## src/rtl/gray_counter_if.sv

```systemverilog
// Control and count bus of the binary/Gray up/down counter.
// The master drives the step/load controls; the slave presents both encodings of the count.
interface gray_counter_if #(
  parameter int DATA_WID = 4
);
  logic                en;
  logic                up_dn;
  logic                load;
  logic                load_is_gray;
  logic [DATA_WID-1:0] load_val;
  logic [DATA_WID-1:0] Bin;
  logic [DATA_WID-1:0] Gray;
  logic                wrap;

  modport master (
    output en, up_dn, load, load_is_gray, load_val,
    input  Bin, Gray, wrap
  );

  modport slave (
    input  en, up_dn, load, load_is_gray, load_val,
    output Bin, Gray, wrap
  );
endinterface

```

## src/rtl/gray_counter.sv

```systemverilog
// Up/down counter with registered binary and Gray outputs, synchronous binary/Gray load,
// and wrap or saturate behaviour at the limits. Gray is its own flop bank so CDC consumers see glitch-free edges.
module gray_counter #(
  parameter int DATA_WID = 4,
  parameter bit SAT_MODE = 1'b0
) (
  input logic          clk,
  input logic          rst,
  gray_counter_if.slave bus
);

  localparam logic [DATA_WID-1:0] MAX_CNT = '1;
  localparam logic [DATA_WID-1:0] ONE     = DATA_WID'(1);

  logic [DATA_WID-1:0] cnt;
  logic [DATA_WID-1:0] gray_q;
  logic                wrap_q;
  logic [DATA_WID-1:0] next_cnt;
  logic                next_wrap;

  function automatic logic [DATA_WID-1:0] gray_to_bin(input logic [DATA_WID-1:0] g);
    logic [DATA_WID-1:0] b;
    b[DATA_WID-1] = g[DATA_WID-1];
    for (int i = DATA_WID - 2; i >= 0; i--) begin
      b[i] = b[i+1] ^ g[i];
    end
    return b;
  endfunction

  // At a limit the step either wraps around or holds; either way it is flagged.
  function automatic logic [DATA_WID:0] limit_step(input logic [DATA_WID-1:0] c, input logic up);
    logic [DATA_WID-1:0] n;
    logic                w;
    w = 1'b0;
    if (up) begin
      if (c == MAX_CNT) begin
        w = 1'b1;
        n = SAT_MODE ? MAX_CNT : '0;
      end else begin
        n = c + ONE;
      end
    end else begin
      if (c == '0) begin
        w = 1'b1;
        n = SAT_MODE ? '0 : MAX_CNT;
      end else begin
        n = c - ONE;
      end
    end
    return {w, n};
  endfunction

  always_comb begin
    next_cnt  = cnt;
    next_wrap = 1'b0;
    if (bus.load) begin
      next_cnt = bus.load_is_gray ? gray_to_bin(bus.load_val) : bus.load_val;
    end else if (bus.en) begin
      {next_wrap, next_cnt} = limit_step(cnt, bus.up_dn);
    end
  end

  // Stage p0: binary count, its Gray image and the boundary pulse all update on the same edge.
  always_ff @(posedge clk or posedge rst) begin
    if (rst) begin
      cnt    <= '0;
      gray_q <= '0;
      wrap_q <= 1'b0;
    end else begin
      cnt    <= next_cnt;
      gray_q <= next_cnt ^ (next_cnt >> 1);
      wrap_q <= next_wrap;
    end
  end

  assign bus.Bin  = cnt;
  assign bus.Gray = gray_q;
  assign bus.wrap = wrap_q;

endmodule
```

## src/flat_wrapper.sv

```systemverilog
// flat-port wrapper written by rule: the top's interface ports become plain ports
module gray_counter_flat 
#(
  parameter int DATA_WID = 4,
  parameter bit SAT_MODE = 1'b0
)
  (clk, rst, bus_en, bus_up_dn, bus_load, bus_load_is_gray, bus_load_val, bus_Bin, bus_Gray, bus_wrap);
  gray_counter_if #(.DATA_WID(DATA_WID)) bus_i ();
  input logic clk;
  input logic rst;
  input wire logic [$bits(bus_i.en)-1:0] bus_en;
  input wire logic [$bits(bus_i.up_dn)-1:0] bus_up_dn;
  input wire logic [$bits(bus_i.load)-1:0] bus_load;
  input wire logic [$bits(bus_i.load_is_gray)-1:0] bus_load_is_gray;
  input wire logic [$bits(bus_i.load_val)-1:0] bus_load_val;
  output wire logic [$bits(bus_i.Bin)-1:0] bus_Bin;
  output wire logic [$bits(bus_i.Gray)-1:0] bus_Gray;
  output wire logic [$bits(bus_i.wrap)-1:0] bus_wrap;
  assign bus_i.en = bus_en;
  assign bus_i.up_dn = bus_up_dn;
  assign bus_i.load = bus_load;
  assign bus_i.load_is_gray = bus_load_is_gray;
  assign bus_i.load_val = bus_load_val;
  assign bus_Bin = bus_i.Bin;
  assign bus_Gray = bus_i.Gray;
  assign bus_wrap = bus_i.wrap;
  gray_counter #(.DATA_WID(DATA_WID), .SAT_MODE(SAT_MODE)) u_core (.clk(clk), .rst(rst), .bus(bus_i));
endmodule
```

## config.mk

```make
export PLATFORM = sky130hd
export DESIGN_NAME = gray_counter_flat
export DESIGN_NICKNAME = d
export VERILOG_FILES = /design/src/rtl/gray_counter_if.sv /design/src/rtl/gray_counter.sv /design/src/flat_wrapper.sv
export SDC_FILE = /design/constraint.sdc
export NUM_CORES = 1
export LEC_CHECK = 0
export ABC_CLOCK_PERIOD_IN_PS = 1700
export CAP_MARGIN = 20
export CELL_PAD_IN_SITES_DETAIL_PLACEMENT = 0
export CELL_PAD_IN_SITES_GLOBAL_PLACEMENT = 1
export CORE_UTILIZATION = 28
export CTS_CLUSTER_SIZE = 30
export DETAILED_ROUTE_END_ITERATION = 12
export HOLD_SLACK_MARGIN = 0.05
export PLACE_DENSITY_LB_ADDON = 0.1
export SETUP_SLACK_MARGIN = 0.1
export SLEW_MARGIN = 5
export SYNTH_ARGS = -nofsm -noshare
export SYNTH_HDL_FRONTEND = slang
export SYNTH_SLANG_ARGS = --single-unit
```

## constraint.sdc

```tcl
create_clock -name clk -period 1.7 [get_ports clk]
set_clock_uncertainty 0.1 [all_clocks]
set_input_delay 0.17 -clock clk [delete_from_list [all_inputs] [get_ports clk]]
set_output_delay 0.17 -clock clk [all_outputs]
set_load 0.1 [all_outputs]
```

After elaboration in Yosys (flattened, before gate mapping)
Index checks and enable logic that the tools add are counted.
{"block": "totals", "reg_bits": 9, "out_inout_bits": 9}
{"block": "classes", "add_sub_neg": 2, "eq_ne": 1, "mux": 11, "bitwise_logic": 4, "reduce_logical": 1}
{"operator": "two-way mux 4 bit", "count": 5}
{"operator": "two-way mux 1 bit", "count": 5}
{"operator": "adder 4 x 1 -> 4 bit (second input constant)", "count": 1}
{"operator": "== test 4 bit (second input constant)", "count": 1}
{"operator": "zero test 4 bit", "count": 1}
{"operator": "subtractor 4 x 1 -> 4 bit (second input constant)", "count": 1}
{"operator": "XOR 4 x 3 -> 4 bit", "count": 1}
{"operator": "two-way mux 3 bit", "count": 1}
{"operator": "XOR 1 bit", "count": 3}

Logic depth before layout (Yosys ltp)
Gate-level depths: netlist of the first run.
{"block": "logic_depth", "ltp_word": 6, "depth_mapped": 7, "mapped_depth_nobuf": 7}

Worst setup path before layout of the first run
OpenSTA, ideal clock, no wires.
{"block": "synth_path", "path_type": "register -> register", "start": "register u_core.cnt[0], in the netlist u_core.bus.Bin[0]", "end": "register u_core.gray_q[2], in the netlist u_core.bus.Gray[2]", "setup_ns": 0.126, "arrival_time_ns": 2.070, "required_ns": 1.474, "slack_ns": -0.596, "path_stages_with_launch": 8, "synth_period_minus_slack_ns": 2.296, "cell_sequence": "dfrtp_1 inv_1 ha_1 o21bai_1 a211o_1 nand4b_1 nand2_1 xnor2_1"}
{"block": "synth_between", "elab_chain_cells": 6}
{"item": "start, declared", "line": "gray_counter.sv:15", "rtl": "logic [DATA_WID-1:0] cnt;"}
{"item": "start signal, assigned", "line": "gray_counter.sv:70", "rtl": "cnt <= next_cnt;"}
{"item": "subtractor 4 x 1 -> 4 bit (tied with other cells)", "line": "gray_counter.sv:47", "rtl": "n = c - ONE;"}
{"item": "two-way mux 4 bit, on equally long branches", "line": "gray_counter.sv:43, gray_counter.sv:36"}
{"item": "two-way mux 4 bit *", "line": "gray_counter.sv:35", "rtl": "if (up) begin"}
{"item": "two-way mux 4 bit *", "line": "gray_counter.sv:58", "rtl": "end else if (bus.en) begin"}
{"item": "two-way mux 4 bit *", "line": "gray_counter.sv:56", "rtl": "if (bus.load) begin"}
{"item": "net u_core.next_cnt[3]", "line": "gray_counter.sv:18", "rtl": "logic [DATA_WID-1:0] next_cnt;"}
{"item": "XOR 4 x 3 -> 4 bit *", "line": "gray_counter.sv:71", "rtl": "gray_q <= next_cnt ^ (next_cnt >> 1);"}
{"item": "end signal, assigned", "line": "gray_counter.sv:71"}
{"item": "end, declared", "line": "gray_counter.sv:16", "rtl": "logic [DATA_WID-1:0] gray_q;"}
Mark *: on every way through the listed nets, which the timed path passes. The rest lies on a longest branch.

Worst setup path in the final report of the first run
{"block": "layout_path", "start": "register u_core.cnt[1], in the netlist u_core.bus.Bin[1]", "end": "register u_core.gray_q[0], in the netlist u_core.bus.Gray[0]"}
{"block": "layout_between", "elab_chain_cells": 6}
{"item": "== test 4 bit or zero test 4 bit (tied branches)", "line": "gray_counter.sv:36, gray_counter.sv:43"}
{"item": "two-way mux 4 bit, on equally long branches", "line": "gray_counter.sv:36, gray_counter.sv:43"}
{"item": "two-way mux 4 bit *", "line": "gray_counter.sv:35"}
{"item": "two-way mux 4 bit *", "line": "gray_counter.sv:58"}
{"item": "two-way mux 4 bit *", "line": "gray_counter.sv:56"}
{"item": "net u_core.next_cnt[0]", "line": "gray_counter.sv:18"}
{"item": "XOR 4 x 3 -> 4 bit *", "line": "gray_counter.sv:71"}
Marks and branches as above.

==> impl_metrics.json, run 1 <==
{
  "floorplan.die.height_um": 46.3,
  "power.clock.fraction_pct": 9.9,
  "io_buffers": 18,
  "drc_errors": 0,
  "cpPeakStageDelay_ps": 500,
  "drive_gt1_share_pct": 52.1,
  "drt_wl_total_mm": 1.18,
  "p_sw_mw": 0.649,
  "firstDrtPassIters": 4,
  "synthXorXnorAreaFrac_pct": 12.7,
  "cellPowerDensity_mw_per_mm2": 1310,
  "rows": 15,
  "worstMarginPinSlew_ps": 283,
  "cts_tree": "yes",
  "synth_cells": 57,
  "crit_family": "flip-flops",
  "cp_max_fo": 2,
  "via_per_inst": 4.40,
  "path_cells": "inv_4 > ha_4 > or3b_4 > a21oi_2 > o22ai_1 > mux2i_2 > xor2_1",
  "synthAdderAreaFrac_pct": 4.55,
  "synth_nets": 69,
  "path_class": "flip-flop to flip-flop",
  "crit_path_start_kind": "flip-flop",
  "ys_warn_count": 0,
  "seqCellArea_um2": 210,
  "setup_violations": 5,
  "post-route-min-period_ps": 1820,
  "yosys.cell_types.count": 27,
  "antennaDiodeCount": 0,
  "wl_per_cell_um": 9.75,
  "coreArea_mm2": 0.00178,
  "period_share_pct": 107,
  "die-area_mm2": 0.00215,
  "final_util_pct": 58.5,
  "synthMuxAreaShare_pct": 8.41,
  "wl_met2_um": 595,
  "cts_buffers": 3,
  "hp-class": "input port to async pin",
  "status": "complete, but fails checks",
  "clk_pin_slew_ps": 50,
  "path_buf_inv": 1,
  "netlist_area_um2": 551,
  "cts_buffer_depth": 2,
  "power.total_mw": 1.36,
  "crit_slowest_cell": "dfrtp_4",
  "via_count": 533,
  "power.leakage_nw": 0.463,
  "ys_seq_area_share_pct": 36.4,
  "rsz0062_at_grt": "yes",
  "endpoint_kind": "flip-flop",
  "cts-root-buf": "clkbuf_4",
  "setup_slack_ps": -117,
  "irDropWorstVdd_uv": 625,
  "ys_ff_latch": 8,
  "yosys.area_share.simple_pct": 18.2,
  "worst_hold_slack_ps": 63.0,
  "drv_cap": 0,
  "grt_usage_pct": 13.5,
  "dr.first_iter.drc_count": 4,
  "initial_core_util_pct": 30.9,
  "crit_arrival_ps": 1890,
  "worstSkewPairLatency_ps": 240,
  "combinationalPowerShare_pct": 67.9,
  "violations": "setup timing",
  "topRoutingLayerUsed": "met3",
  "grt_pass1_vias": 473,
  "fill_cells": 166,
  "synth_top_family_by_area": "simple AND/OR/NAND/NOR gates",
  "critical_path_required_ps": 1770,
  "grt_overflow_total": 0,
  "slew_headroom_pct": 81.1,
  "grt_pass1_wl_mm": 1.99,
  "internal_power_mw": 0.716,
  "pin_count": 19,
  "area_growth_pct": 89.5,
  "cts_sinks": 8,
  "final_nets": 110,
  "gp_congestion": 0.712,
  "max_freq_ghz": 0.550,
  "hold_viol_final": 0,
  "fin_area_mm2": 0.00104,
  "drv_slew": 0,
  "antenna_found_initial": 0,
  "final_cell_mix": "buf_4 (20), clkdlybuf4s50_1 (9), buf_12 (9)",
  "m1WireLength_um": 560,
  "synth_compound_gate_area_share_pct": 13.0,
  "grt_max_degree": 9,
  "place_hpwl_um": 945,
  "die_w_um": 46.3,
  "layout_commonest_cell": "buf_4",
  "p_sw_share_pct": 47.5,
  "antenna_left": 0,
  "placed_area_um2": 963,
  "power_frac_seq_pct": 22.2,
  "dr_wl_met3_um": 24,
  "avgSynthCellArea_um2": 9.66,
  "ctsHtreeMaxLevel": 1,
  "multi_input_area_um2": 342
}
[final timing paths]
check	from	to	slack (ps)	depth (start not counted)
hold / removal	rst	u_core.bus.Gray[1]	60	2
max in group asynchronous	rst	u_core.bus.Bin[0]	1190	2
setup / recovery	u_core.bus.Bin[1]	u_core.bus.Gray[0]	-120	7
hold reg to reg	u_core.bus.Bin[2]	u_core.bus.wrap	590	2
setup reg to reg	u_core.bus.Bin[1]	u_core.bus.Gray[0]	-120	7
min in group clk	bus_load_val[0]	u_core.bus.Bin[0]	570	3
[power groups by stage]
| stage | sequential [mW] | clock, mW | combinational (mW) |
|---|---|---|---|
| 3_5_place_dp | 0.311 | 0 | 0.877 |
| 3_3_place_gp | 0.311 | 0 | 0.871 |
| 2_1_floorplan | 0.638 | 0 | 0.194 |
| 6_report | 0.303 | 0.135 | 0.926 |
| 5_1_grt | 0.307 | 0.158 | 0.968 |
| 4_1_cts | 0.301 | 0.143 | 0.918 |
[cells by family (layout without fill, tap and decap cells)]
| logic type | Yosys count | count (layout) |
|---|---|---|
| AO/OA/AOI/OAI | 12 | 12 |
| XOR/XNOR | 8 | 8 |
| adder cells (fa/ha/maj) | 2 | 2 |
| buffers and inverters | 6 | 45 |
| flip-flops | 8 | 8 |
| multiplexers | 4 | 4 |
| AND/OR/NAND/NOR | 17 | 17 |
[state kept, by name (all words and copies together), names as in the netlist]
name	flops
u_core.bus.Bin	4
u_core.bus.wrap	1
u_core.bus.Gray	3
[cells in the mapped netlist (all sizes together)]
master,instances,area [um^2]
dfrtp,8,200
a21oi,5,25.0
nand2,5,18.8
xor2,5,43.8
inv,4,15.0
o21ai,4,23.8
xnor2,3,26.3
and3,2,13.8
buf,2,22.5
ha,2,25.0
mux2,2,22.5
mux2i,2,23.8
nand2b,2,12.5
nor2,2,7.51
a211o,1,8.76
and4,1,10.0
nand4b,1,8.76
nor3b,1,7.51
nor4,1,6.26
o21bai,1,7.51
o22ai,1,6.26
or2,1,6.26
or3b,1,8.76
[stage by stage]
step | instances | setup slack (ps) | TNS, ps
6_report | 121 | -117 | -297
5_1_grt | 121 | -184 | -757
4_1_cts | 119 | -122 | -310
3_5_place_dp | 112 | -221 | -559
3_3_place_gp | 112 | -180 | -515
2_1_floorplan | 57 | -211 | -599
[repair_timing]
item                                    in CTS  in global routing
pin swaps                                    5                  1
buffers inserted                             4                  2
resized for setup                            1                  4
hold buffers                                 0                  0
endpoints found under the setup margin       6                  7
[metal layers]
| metal | vias up | global-route usage, % |
|---|---|---|
| met4 | 0 | 5.29 |
| met3 | 0 | 4.71 |
| met2 | 12 | 21.1 |
| li1 | 274 | - |
| met1 | 247 | 16.8 |
| met5 | - | 0 |
[area by class of cell]
| cell class | instances | area share, % |
|---|---|---|
| clock buffer | 3 | 2.16 |
| inverter | 4 | 1.68 |
| tap | 25 | 3.00 |
| multi-input combinational | 43 | 32.7 |
| timing repair buffer | 38 | 40.3 |
| sequential | 8 | 20.1 |
No activity file was read; power rests on OpenSTA's default activity.
==> run 2: changes to the inputs <==
- RECOVER_POWER: unset -> 50
- REMOVE_ABC_BUFFERS: unset -> 1
==> impl_metrics.json, run 2 (synthesis results as in run 1) <==
{
  "cts_hold_buf": 0,
  "r2r_slack_ps": -80,
  "gp_congestion": 0.782,
  "setup_violations": 3,
  "dr.first_iter.drc_count": 13,
  "cp_max_fo": 2,
  "grt_overflow_total": 0,
  "endpoint": "u_core.bus.Gray[0]",
  "antenna_left": 0,
  "rr_endpoint": "u_core.bus.Gray[0]",
  "crit_slowest_cell": "dfrtp_1",
  "floorplan.die.height_um": 46.3,
  "max_freq_ghz": 0.560,
  "via_count": 549,
  "cellPowerDensity_mw_per_mm2": 1360,
  "setup_slack_ps": -84.1,
  "io_buffers": 18,
  "path_class": "flip-flop to flip-flop",
  "final_cell_mix": "buf_4 (17), clkdlybuf4s50_1 (8), dfrtp_1 (8)",
  "final_util_pct": 56.7,
  "endpoint_kind": "flip-flop",
  "wl_per_cell_um": 12.2,
  "cpPeakStageDelay_ps": 400,
  "irDropWorstVdd_uv": 647,
  "grt_max_degree": 9,
  "coreArea_mm2": 0.00178,
  "cts_buffers": 3,
  "antennaDiodeCount": 0,
  "path_buf_inv": 1,
  "crit_arrival_ps": 1860,
  "layout_commonest_cell": "buf_4",
  "grt_usage_pct": 15.3,
  "area_growth_pct": 83.6,
  "cts_buffer_depth": 2,
  "rows": 15,
  "seqCellArea_um2": 200,
  "post-route-min-period_ps": 1780,
  "drv_cap": 0,
  "firstDrtPassIters": 3,
  "violations": "setup timing",
  "pre_cts_ws_ps": -229,
  "critical_path_depth": 7,
  "setup_tns_ps": -134,
  "startpoint": "u_core.bus.Bin[0]",
  "critical_path_required_ps": 1780,
  "crit_family": "flip-flops",
  "largest_reg_flops": 4,
  "antenna_found_initial": 0,
  "worstReg2RegStart": "u_core.bus.Bin[0]",
  "multi_input_area_um2": 352,
  "worst_hold_slack_ps": 189,
  "via_per_inst": 4.58,
  "power.leakage_nw": 0.464,
  "crit_path_start_kind": "flip-flop",
  "die-area_mm2": 0.00215,
  "worstMarginPinSlew_ps": 539,
  "grt_pass1_vias": 525,
  "slew_headroom_pct": 64.2,
  "cts_sinks": 8,
  "period_share_pct": 105,
  "clk_pin_slew_ps": 50,
  "rsz0062_at_grt": "yes",
  "hp-class": "input port to async pin",
  "place_hpwl_um": 960,
  "drt_wl_total_mm": 1.47,
  "cts-root-buf": "clkbuf_4",
  "fill_cells": 164,
  "path_cells": "inv_2 > ha_4 > or3b_4 > a21oi_2 > o22ai_1 > mux2i_2 > xor2_1",
  "drc_errors": 0,
  "pin_count": 19,
  "ff2ff_path_depth": 7,
  "grt_pass1_wl_mm": 2.26,
  "drv_slew": 0,
  "final_nets": 109,
  "ctsHtreeMaxLevel": 1,
  "die_w_um": 46.3,
  "worstSkewPairLatency_ps": 250,
  "drive_gt1_share_pct": 49.5,
  "status": "complete, but fails checks",
  "cts_tree": "yes",
  "hold_viol_final": 0,
  "initial_core_util_pct": 30.9
}
## run 2: cell types whose count changed in the layout (fill, tap and decap cells not counted), sizes merged
cell           before  now
buf                29   26
clkbuf              3    5
clkdlybuf4s50       9    8
dlygate4sd3         0    1
## run 2: final cells by class
class	instances	share of cell area [%]
clock buffer	3	2.23
inverter	4	1.49
multi-input combinational	43	34.8
sequential	8	19.8
tap	25	3.09
timing repair buffer	37	38.6
## run 2: metrics by stage
step	power [mW]	instances	instance area (um^2)
4_1_cts	1.39	119	1020
6_report	1.38	120	1010
5_1_grt	1.44	120	1010
3_3_place_gp	1.16	110	920
3_5_place_dp	1.16	110	920
2_1_floorplan	0.791	55	528
## run 2: where the power goes
| part | switching, mW | internal, mW | total, mW |
|---|---|---|---|
| combinational | 0.572 | 0.387 | 0.958 |
| sequential | 0.0406 | 0.238 | 0.279 |
| clock | 0.0608 | 0.0805 | 0.141 |
| total | 0.673 | 0.705 | 1.38 |
## run 2: worst reg2reg max path, stage by stage, from the launching register on
cell	delay, ps
dfrtp_1	400
inv_2	80
ha_4	130
or3b_4	380
a21oi_2	160
o22ai_1	110
mux2i_2	200
xor2_1	160
## run 2: per-layer routing
layer / GRT usage, % / share of wire, % / up-vias / routed length (um)
met3: 5.88 / 4.0 / 0 / 58
li1: - / - / 272 / -
met4: 2.35 / 0 / 0 / 0
met5: 0 / 0 / - / 0
met1: 19.0 / 45 / 260 / 658
met2: 25.3 / 51 / 17 / 749
## run 2: how the worst min path moves through the flow
stage,startpoint,to,slack [ps],depth (start not counted)
after floorplan,rst,u_core.bus.Bin[0],-110,1
after global placement,rst,u_core.bus.Gray[1],330,2
after detailed placement,rst,u_core.bus.Gray[2],320,2
after CTS,rst,u_core.bus.Gray[1],60,2
after global routing,rst,u_core.bus.Bin[2],210,2
final,rst,u_core.bus.Gray[1],190,2
## run 2: repair_timing
item,CTS,global route
setup endpoints to repair,6,7
pin swaps,6,5
resized for setup,10,4
setup buffers,6,1
